[config.mk]
export PLATFORM = sky130hd
export DESIGN_NAME = imem_fetch_ctrl_flat
export DESIGN_NICKNAME = d
export VERILOG_FILES = /design/src/rtl/primus_pkg.sv /design/src/rtl/imem_fetch_ctrl_if.sv /design/src/rtl/fetch_skid_buf.sv /design/src/rtl/imem_fetch_ctrl.sv /design/src/flat_wrapper.sv
export SDC_FILE = /design/constraint.sdc
export NUM_CORES = 1
export LEC_CHECK = 0
export CAP_MARGIN = 40
export CELL_PAD_IN_SITES_DETAIL_PLACEMENT = 1
export CELL_PAD_IN_SITES_GLOBAL_PLACEMENT = 1
export CORE_MARGIN = 4
export CORE_UTILIZATION = 40
export CTS_BUF_LIST = sky130_fd_sc_hd__clkbuf_8
export DETAILED_ROUTE_END_ITERATION = 16
export PLACE_DENSITY_LB_ADDON = 0.2
export SYNTH_ARGS = -nofsm -noshare
export SYNTH_HDL_FRONTEND = slang
export SYNTH_HIERARCHICAL = 1
export SYNTH_SLANG_ARGS = --single-unit
[constraint.sdc]
create_clock -name clk_i -period 5 [get_ports clk_i]
set_input_delay 1 -clock clk_i [delete_from_list [all_inputs] [get_ports clk_i]]
set_output_delay 1 -clock clk_i [all_outputs]
set_load 0.005 [all_outputs]
[src/rtl/primus_pkg.sv]
// Shared types and constants for the instruction-fetch slice of the core.
package primus_pkg;

  // Controller phase: boot loader owns the BRAM in LOAD, fetch owns it in RUN.
  typedef enum logic {
    LOAD = 1'b0,
    RUN  = 1'b1
  } fetch_state_e;

  // Canonical no-op (addi x0, x0, 0); shown on the output while nothing is valid.
  localparam logic [31:0] INST_NOP = 32'h0000_0013;

  // One fetched instruction together with the byte address it came from.
  typedef struct packed {
    logic [31:0] pc;
    logic [31:0] inst;
  } fetch_entry_t;

  localparam fetch_entry_t ENTRY_RESET = '{pc: 32'h0, inst: INST_NOP};

endpackage

[src/rtl/imem_fetch_ctrl_if.sv]
// Fetch-to-decode handshake: instruction word and its PC under valid/ready.
interface imem_fetch_ctrl_if;

  logic        inst_valid;
  logic        inst_ready;
  logic [31:0] inst;
  logic [31:0] inst_pc;

  // The fetch side produces instructions, decode accepts them.
  modport master (output inst_valid, output inst, output inst_pc, input inst_ready);
  modport slave  (input inst_valid, input inst, input inst_pc, output inst_ready);

endinterface

[src/rtl/fetch_skid_buf.sv]
// Output register plus a one-entry skid register for fetch_entry_t.
// The producer cannot be stalled once data is on its way, so it must only
// send when it knows a slot will be free; skid_full tells it when not to.
// Ordering is strict: output register, then skid, then incoming data.
module fetch_skid_buf
  import primus_pkg::*;
(
  input  logic         clk_i,
  input  logic         rst_i,
  input  logic         flush,
  input  logic         in_valid,
  input  fetch_entry_t in_data,
  output logic         out_valid,
  input  logic         out_ready,
  output fetch_entry_t out_data,
  output logic         skid_full
);

  logic         out_v_q, out_v_d;
  fetch_entry_t out_q,   out_d;
  logic         skid_v_q, skid_v_d;
  fetch_entry_t skid_q,   skid_d;
  logic         pop;

  assign pop       = out_v_q & out_ready;
  assign out_valid = out_v_q;
  assign out_data  = out_q;
  assign skid_full = skid_v_q;

  // Next contents of the output and skid slots.
  always_comb begin
    // NOTE: every signal written here gets a default first, so no path leaves one unassigned and no latch is inferred.
    out_v_d  = out_v_q;
    out_d    = out_q;
    skid_v_d = skid_v_q;
    skid_d   = skid_q;

    if (flush) begin
      out_v_d  = 1'b0;
      skid_v_d = 1'b0;
    end else if (!out_v_q || pop) begin
      // Output slot frees up: the oldest waiting entry moves into it.
      if (skid_v_q) begin
        out_d    = skid_q;
        out_v_d  = 1'b1;
        skid_v_d = in_valid;
        if (in_valid) skid_d = in_data;
      end else begin
        out_v_d = in_valid;
        if (in_valid) out_d = in_data;
      end
    end else if (in_valid) begin
      // Output is stalled: park the arriving entry in the skid slot.
      skid_v_d = 1'b1;
      skid_d   = in_data;
    end
  end

  // Slot registers with synchronous reset.
  always_ff @(posedge clk_i) begin
    // NOTE: non-blocking assignments so every register samples the pre-edge values, independent of statement order.
    if (rst_i) begin
      out_v_q  <= 1'b0;
      // NOTE: the data registers are reset too because the output data is visible after reset (NOP at pc 0).
      out_q    <= ENTRY_RESET;
      skid_v_q <= 1'b0;
      skid_q   <= '0;
    end else begin
      out_v_q  <= out_v_d;
      out_q    <= out_d;
      skid_v_q <= skid_v_d;
      skid_q   <= skid_d;
    end
  end

endmodule

[src/rtl/imem_fetch_ctrl.sv]
// Instruction-BRAM sequencer. In LOAD the boot loader's write port is passed
// straight through to the BRAM; in RUN the controller owns the PC, issues one
// read per cycle and hands {pc, inst} to decode through fetch_skid_buf.
module imem_fetch_ctrl
  import primus_pkg::*;
#(
  parameter int          ADDR_W   = 10,
  parameter logic [31:0] RESET_PC = 32'h0
) (
  input  logic              clk_i,
  input  logic              rst_i,
  input  logic              boot_done_i,
  input  logic              ld_we_i,
  input  logic [31:0]       ld_addr_i,
  input  logic [31:0]       ld_wdata_i,
  output logic              mem_re_o,
  output logic              mem_we_o,
  output logic [ADDR_W-1:0] mem_addr_o,
  output logic [31:0]       mem_wdata_o,
  input  logic [31:0]       mem_rdata_i,
  input  logic              redirect_i,
  input  logic [31:0]       redirect_pc_i,
  imem_fetch_ctrl_if.master dec,
  output logic              loading_o
);

  fetch_state_e state_q, state_d;
  logic [31:0]  pc_q;
  logic         inflight_q;
  logic [31:0]  inflight_pc_q;

  logic         run;
  logic         redirect_act;
  logic         issue;
  logic         skid_full;
  logic         out_valid;
  logic         ret_valid;
  fetch_entry_t ret_data;
  fetch_entry_t out_data;

  // Byte-offset bits and address bits above the BRAM index carry no meaning here.
  logic unused_addr_bits;
  assign unused_addr_bits = ^{ld_addr_i[1:0], ld_addr_i[31:ADDR_W+2], redirect_pc_i[1:0]};

  assign run          = (state_q == RUN);
  assign redirect_act = run & redirect_i;

  // A read may only be issued if its data is guaranteed a slot when it returns:
  // the skid must be empty, and a read already in flight must not be headed
  // for the skid because the output is stalled this cycle.
  assign issue = run & ~redirect_i & ~skid_full
               & ~(inflight_q & out_valid & ~dec.inst_ready);

  // Phase sequencing: LOAD until the loader signals completion, then RUN until reset.
  always_comb begin
    state_d   = state_q;
    loading_o = 1'b0;
    case (state_q)
      LOAD: begin
        loading_o = 1'b1;
        if (boot_done_i) state_d = RUN;
      end
      RUN:     state_d = RUN;
      default: state_d = LOAD;
    endcase
  end

  // Phase register.
  always_ff @(posedge clk_i) begin
    if (rst_i) state_q <= LOAD;
    else       state_q <= state_d;
  end

  // PC and in-flight read tracking; a redirect drops whatever read is returning.
  always_ff @(posedge clk_i) begin
    if (rst_i) begin
      pc_q          <= RESET_PC;
      inflight_q    <= 1'b0;
      inflight_pc_q <= '0;
    end else if (!run) begin
      pc_q       <= RESET_PC;
      inflight_q <= 1'b0;
    end else if (redirect_i) begin
      pc_q       <= {redirect_pc_i[31:2], 2'b00};
      inflight_q <= 1'b0;
    end else begin
      inflight_q <= issue;
      if (issue) begin
        inflight_pc_q <= pc_q;
        pc_q          <= pc_q + 32'd4;
      end
    end
  end

  // BRAM port mux: loader pass-through in LOAD, read-only fetch in RUN.
  always_comb begin
    mem_re_o    = 1'b0;
    mem_we_o    = 1'b0;
    mem_addr_o  = pc_q[ADDR_W+1:2];
    mem_wdata_o = ld_wdata_i;
    if (!run) begin
      mem_we_o   = ld_we_i;
      mem_addr_o = ld_addr_i[ADDR_W+1:2];
    end else begin
      mem_re_o = issue;
    end
  end

  assign ret_valid = inflight_q & run;
  assign ret_data  = '{pc: inflight_pc_q, inst: mem_rdata_i};

  fetch_skid_buf u_skid (
    .clk_i     (clk_i),
    .rst_i     (rst_i),
    .flush     (redirect_act),
    .in_valid  (ret_valid),
    .in_data   (ret_data),
    .out_valid (out_valid),
    .out_ready (dec.inst_ready),
    .out_data  (out_data),
    .skid_full (skid_full)
  );

  assign dec.inst_valid = out_valid;
  assign dec.inst       = out_data.inst;
  assign dec.inst_pc    = out_data.pc;

endmodule
[src/flat_wrapper.sv]
// flat-port wrapper written by rule: the top's interface ports become plain ports
module imem_fetch_ctrl_flat import primus_pkg::*;
#(
  parameter int          ADDR_W   = 10,
  parameter logic [31:0] RESET_PC = 32'h0
)
  (clk_i, rst_i, boot_done_i, ld_we_i, ld_addr_i, ld_wdata_i, mem_re_o, mem_we_o, mem_addr_o, mem_wdata_o, mem_rdata_i, redirect_i, redirect_pc_i, loading_o, dec_inst_valid, dec_inst, dec_inst_pc, dec_inst_ready);
  imem_fetch_ctrl_if dec_i ();
  input  logic clk_i;
  input  logic rst_i;
  input  logic boot_done_i;
  input  logic ld_we_i;
  input  logic [31:0] ld_addr_i;
  input  logic [31:0] ld_wdata_i;
  output logic mem_re_o;
  output logic mem_we_o;
  output logic [ADDR_W-1:0] mem_addr_o;
  output logic [31:0] mem_wdata_o;
  input  logic [31:0] mem_rdata_i;
  input  logic redirect_i;
  input  logic [31:0] redirect_pc_i;
  output logic loading_o;
  output wire logic [$bits(dec_i.inst_valid)-1:0] dec_inst_valid;
  output wire logic [$bits(dec_i.inst)-1:0] dec_inst;
  output wire logic [$bits(dec_i.inst_pc)-1:0] dec_inst_pc;
  input wire logic [$bits(dec_i.inst_ready)-1:0] dec_inst_ready;
  assign dec_inst_valid = dec_i.inst_valid;
  assign dec_inst = dec_i.inst;
  assign dec_inst_pc = dec_i.inst_pc;
  assign dec_i.inst_ready = dec_inst_ready;
  imem_fetch_ctrl #(.ADDR_W(ADDR_W), .RESET_PC(RESET_PC)) u_core (.clk_i(clk_i), .rst_i(rst_i), .boot_done_i(boot_done_i), .ld_we_i(ld_we_i), .ld_addr_i(ld_addr_i), .ld_wdata_i(ld_wdata_i), .mem_re_o(mem_re_o), .mem_we_o(mem_we_o), .mem_addr_o(mem_addr_o), .mem_wdata_o(mem_wdata_o), .mem_rdata_i(mem_rdata_i), .redirect_i(redirect_i), .redirect_pc_i(redirect_pc_i), .dec(dec_i), .loading_o(loading_o));
endmodule
==> metrics.md <==
| Metric | Value |
|---|---|
| EDFF count, synth | 0 |
| Bufs on Longest Clock Path | 2 |
| Post-cts sizing count | 0 |
| Startpoint Class | input port |
| Core area | 23,400 µm² |
| Tmin final | 3.759 ns |
| Combinational Power Share | 0.084 |
| Number of antenna-violating nets in the routed design | 0 |
| Post-synthesis sequential area ratio | 0.4046 |
| H-tree levels | 4 |
| Critical Path Stages | 5 |
| Buf/Inv on CP | 3 |
| Dpl hpwl | 16,290 µm |
| Worst EP arrival | 2.76 ns |
| Clk pwr share | 0.371 |
| Crit path max fanout | 5 |
| Synth Area in Compound Gates | 0.1765 |
| Critical path origin | dec_inst_ready |
| Most frequent cells in the layout | dfxtp_1, clkdlybuf4s50_1, nand2b_1 |
| Ys async rst share | 0 |
| Internal Dissipation | 2.177 mW |
| Setup TNS | 0 ns |
| R2r setup slk | 2.33 ns |
| DRC Markers | 0 |
| Most common cell after layout, fill and taps aside | dfxtp_1 |
| #FFs+latches synth | 192 |
| Slew @ Worst Pin | 0.8326 ns |
| Maxcap violations | 0 |
| Crit Reg-Reg Endpoint | u_core/pc_q[11] |
| Nature of the critical path endpoint | primary output |
| Ys Warns | 6 |
| Post-Synth Adder-Cell Area | 0.001317 |
| GRT Util Overall | 0.1875 |
| First-pass GRT wire length | 40,630 µm |
| Starting Density | 0.4060 |
| Die X | 162.1 µm |
| Sw Pwr | 682.6 µW |
| Drt total wl | 24,670 µm |
| Final hold vios | 0 |
| Gate Count Post-Synth | 1,011 |
| # IOs | 244 |
| Worst Hold Class | reg2reg |
| Syn avg cell area | 9.397 µm² |
| Setup-failing EPs final | 0 |
| Final Slew Violations | 0 |
| Worst EP required | 4.00 ns |
| Largest net degree at the start of global routing | 81 |
| Crit path kind | in2out |
| Relative slew slack | 0.4449 |
| VDD IR max | 0.1507 mV |
| Worst-Skew Late Latency | 0.46 ns |
| Post-CTS Hold Fix Bufs | 0 |
| Crit share post-route | 0.7518 |
| CP top delay family | buffers and inverters |
| Post-synthesis mux area share | 0.1526 |
| Synthesized area | 9500 µm² |
| Max incr delay on CP | 0.53 ns |
| P per Cell Area | 252.2 nW/µm² |
| Gr ovfl total | 0 |
| CP cell instances | clkdlybuf4s50_1 -> and3b_1 -> or3_4 -> inv_2 -> clkdlybuf4s50_1 |
| RSZ-0062 raised after global routing | no |
| Post-place setup slack | 1.198 ns |
| Yosys cell types | 52 |
| Sequential Power Share | 0.545 |
| Die Ht | 162.1 µm |
| CP dominant cell by count | clkdlybuf4s50_1 |
| Wire per inst | 17.47 µm |
| Setup bufs post-CTS | 0 |
| CP max stage cell | clkdlybuf4s50_1 |
| Largest family of logic cells by synthesized area | simple AND/OR/NAND/NOR gates |
| Reg-to-Reg Start | u_core/run |
| Drt pass-1 iters | 4 |
| Status | complete, no violations |
| LEAKAGE | 3.363 nW |
| DIE AREA | 26,280 µm² |
| Vias | 7,424 |
| DR vias/cell | 5.258 |
| Placer Congestion | 0.8098 |
| Antenna violations before repair | 1 |
| Final WS setup | 1.241 ns |
| CTS Buf Count | 17 |
| Synth Area in XOR/XNOR | 0.008297 |
| Share of cells above drive strength 1 | 0.1153 |
| Reg2reg path depth | 7 |
| Initial DRC count | 334 |
| Rows | 56 |
| Clock Pin Slew Worst Setup and Hold Paths | 0.09 ns |
| Max Clock Freq | 0.2660 GHz |
| N_diodes | 0 |
| Crit path to | mem_re_o |
| IO Port Bufs | 155 |
| Area grow syn2layout | 19.37% |
| Top FF cell, synth | dfxtp_1 |
| Post-layout net count | 1,216 |
| CTS tree | yes |
| Area share of and/or/nand/nor cells after synthesis | 0.1770 |
| CTS root buffer | clkbuf_8 |
| Clk sinks | 192 |
| Clock Skew | 0.01817 ns |
| Sw Ratio | 0.2387 |
| Number of global-route vias before repair | 7,754 |
[sequential cells by signal (all words and copies together), names as in the netlist]
name	flops
u_core/u_skid/out_data	64
u_core/u_skid/out_valid	1
u_core/u_skid/skid_full	1
u_core/inflight_q	1
u_core/inflight_pc_q	30
u_core/run	1
u_core/pc_q	30
u_core/u_skid/skid_q	64
[worst min-delay path by stage]
stage          cells after the start                       end                     start
2_1_floorplan                      2  u_core/u_skid/skid_q[26]  u_core/u_skid/skid_q[26]
3_3_place_gp                       2  u_core/u_skid/skid_q[41]  u_core/u_skid/skid_q[41]
3_5_place_dp                       2  u_core/u_skid/skid_q[14]  u_core/u_skid/skid_q[14]
4_1_cts                            2  u_core/inflight_pc_q[15]  u_core/inflight_pc_q[15]
5_1_grt                            2   u_core/inflight_pc_q[4]   u_core/inflight_pc_q[4]
6_report                           2  u_core/u_skid/skid_q[54]  u_core/u_skid/skid_q[54]
[power by group through the flow]
stage / clock network [mW] / registers (mW) / logic (mW)
after floorplan: 0 / 1.59 / 0.151
after global placement: 0 / 1.59 / 0.234
after detailed placement: 0 / 1.59 / 0.241
after CTS: 1.11 / 1.56 / 0.243
after global routing: 1.16 / 1.56 / 0.262
final: 1.06 / 1.56 / 0.239
[final cells by class]
cell class,count,area (µm²)
Fill cell,2708,12060
Clock inverter,13,162.7
Tap cell,319,399.1
Inverter,9,33.78
Multi-Input combinational cell,691,4925
Clock buffer,18,247.7
Timing Repair Buffer,170,1725
Sequential cell,192,3847
[layer usage]
layer,vias up,track usage,share of wire
met3,18,0.03400,0.039
met4,2,0.05152,0.010
met2,149,0.3012,0.46
met5,-,0,0.00053
met1,3600,0.2605,0.49
li1,3655,-,-
[cells in the mapped netlist (all sizes together) (2+ instances only)]
master    n  area share
and3      7      0.0046
dfxtp   192        0.40
o22ai     2      0.0013
mux2     15       0.018
inv       9      0.0036
nor2b     6      0.0040
and2      4      0.0029
or3       4      0.0032
o21ai    14      0.0074
clkbuf   46       0.018
or4       2      0.0016
o311ai    3      0.0028
buf      76       0.057
a22oi     5      0.0040
nand3    16      0.0084
nor2     22      0.0087
a21oi   102       0.054
xnor2     9      0.0083
a211oi   65       0.083
nand2    84       0.033
mux2i   128        0.13
nor4      3      0.0020
a222oi    3      0.0032
and4      6      0.0055
a31oi    17       0.011
nand4    12      0.0079
nor3     11      0.0058
o211ai    3      0.0024
nand2b  133       0.088
[logic make-up after synthesis]
| logic type | count (synthesis) |
|---|---|
| and+or+nand+nor | 312 |
| muxes | 143 |
| AOI/OAI and AO/OA | 222 |
| adders and majority gates | 1 |
| buffers and inverters | 131 |
| DFF | 192 |
| other | 1 |
| xor gates and xnor gates | 9 |
[per-stage QoR]
step	hold WS [ns]	cell area, µm²	power (mW)	instances	util
2_1_floorplan	0.4479	9512	1.737	1014	-
6_report	0.4767	11340	2.860	1412	0.4846
3_5_place_dp	0.4646	10930	1.836	1381	0.4671
4_1_cts	0.4807	11340	2.909	1412	0.4846
5_1_grt	0.4887	11340	2.985	1412	0.4846
3_3_place_gp	0.4572	10860	1.829	1378	0.4641
[worst min-delay path: stages, from the launching register on]
cell and delay [ns]:
dfxtp_1 0.32, nand2b_1 0.06, mux2i_1 0.05
(Power assumes the default switching activity.)
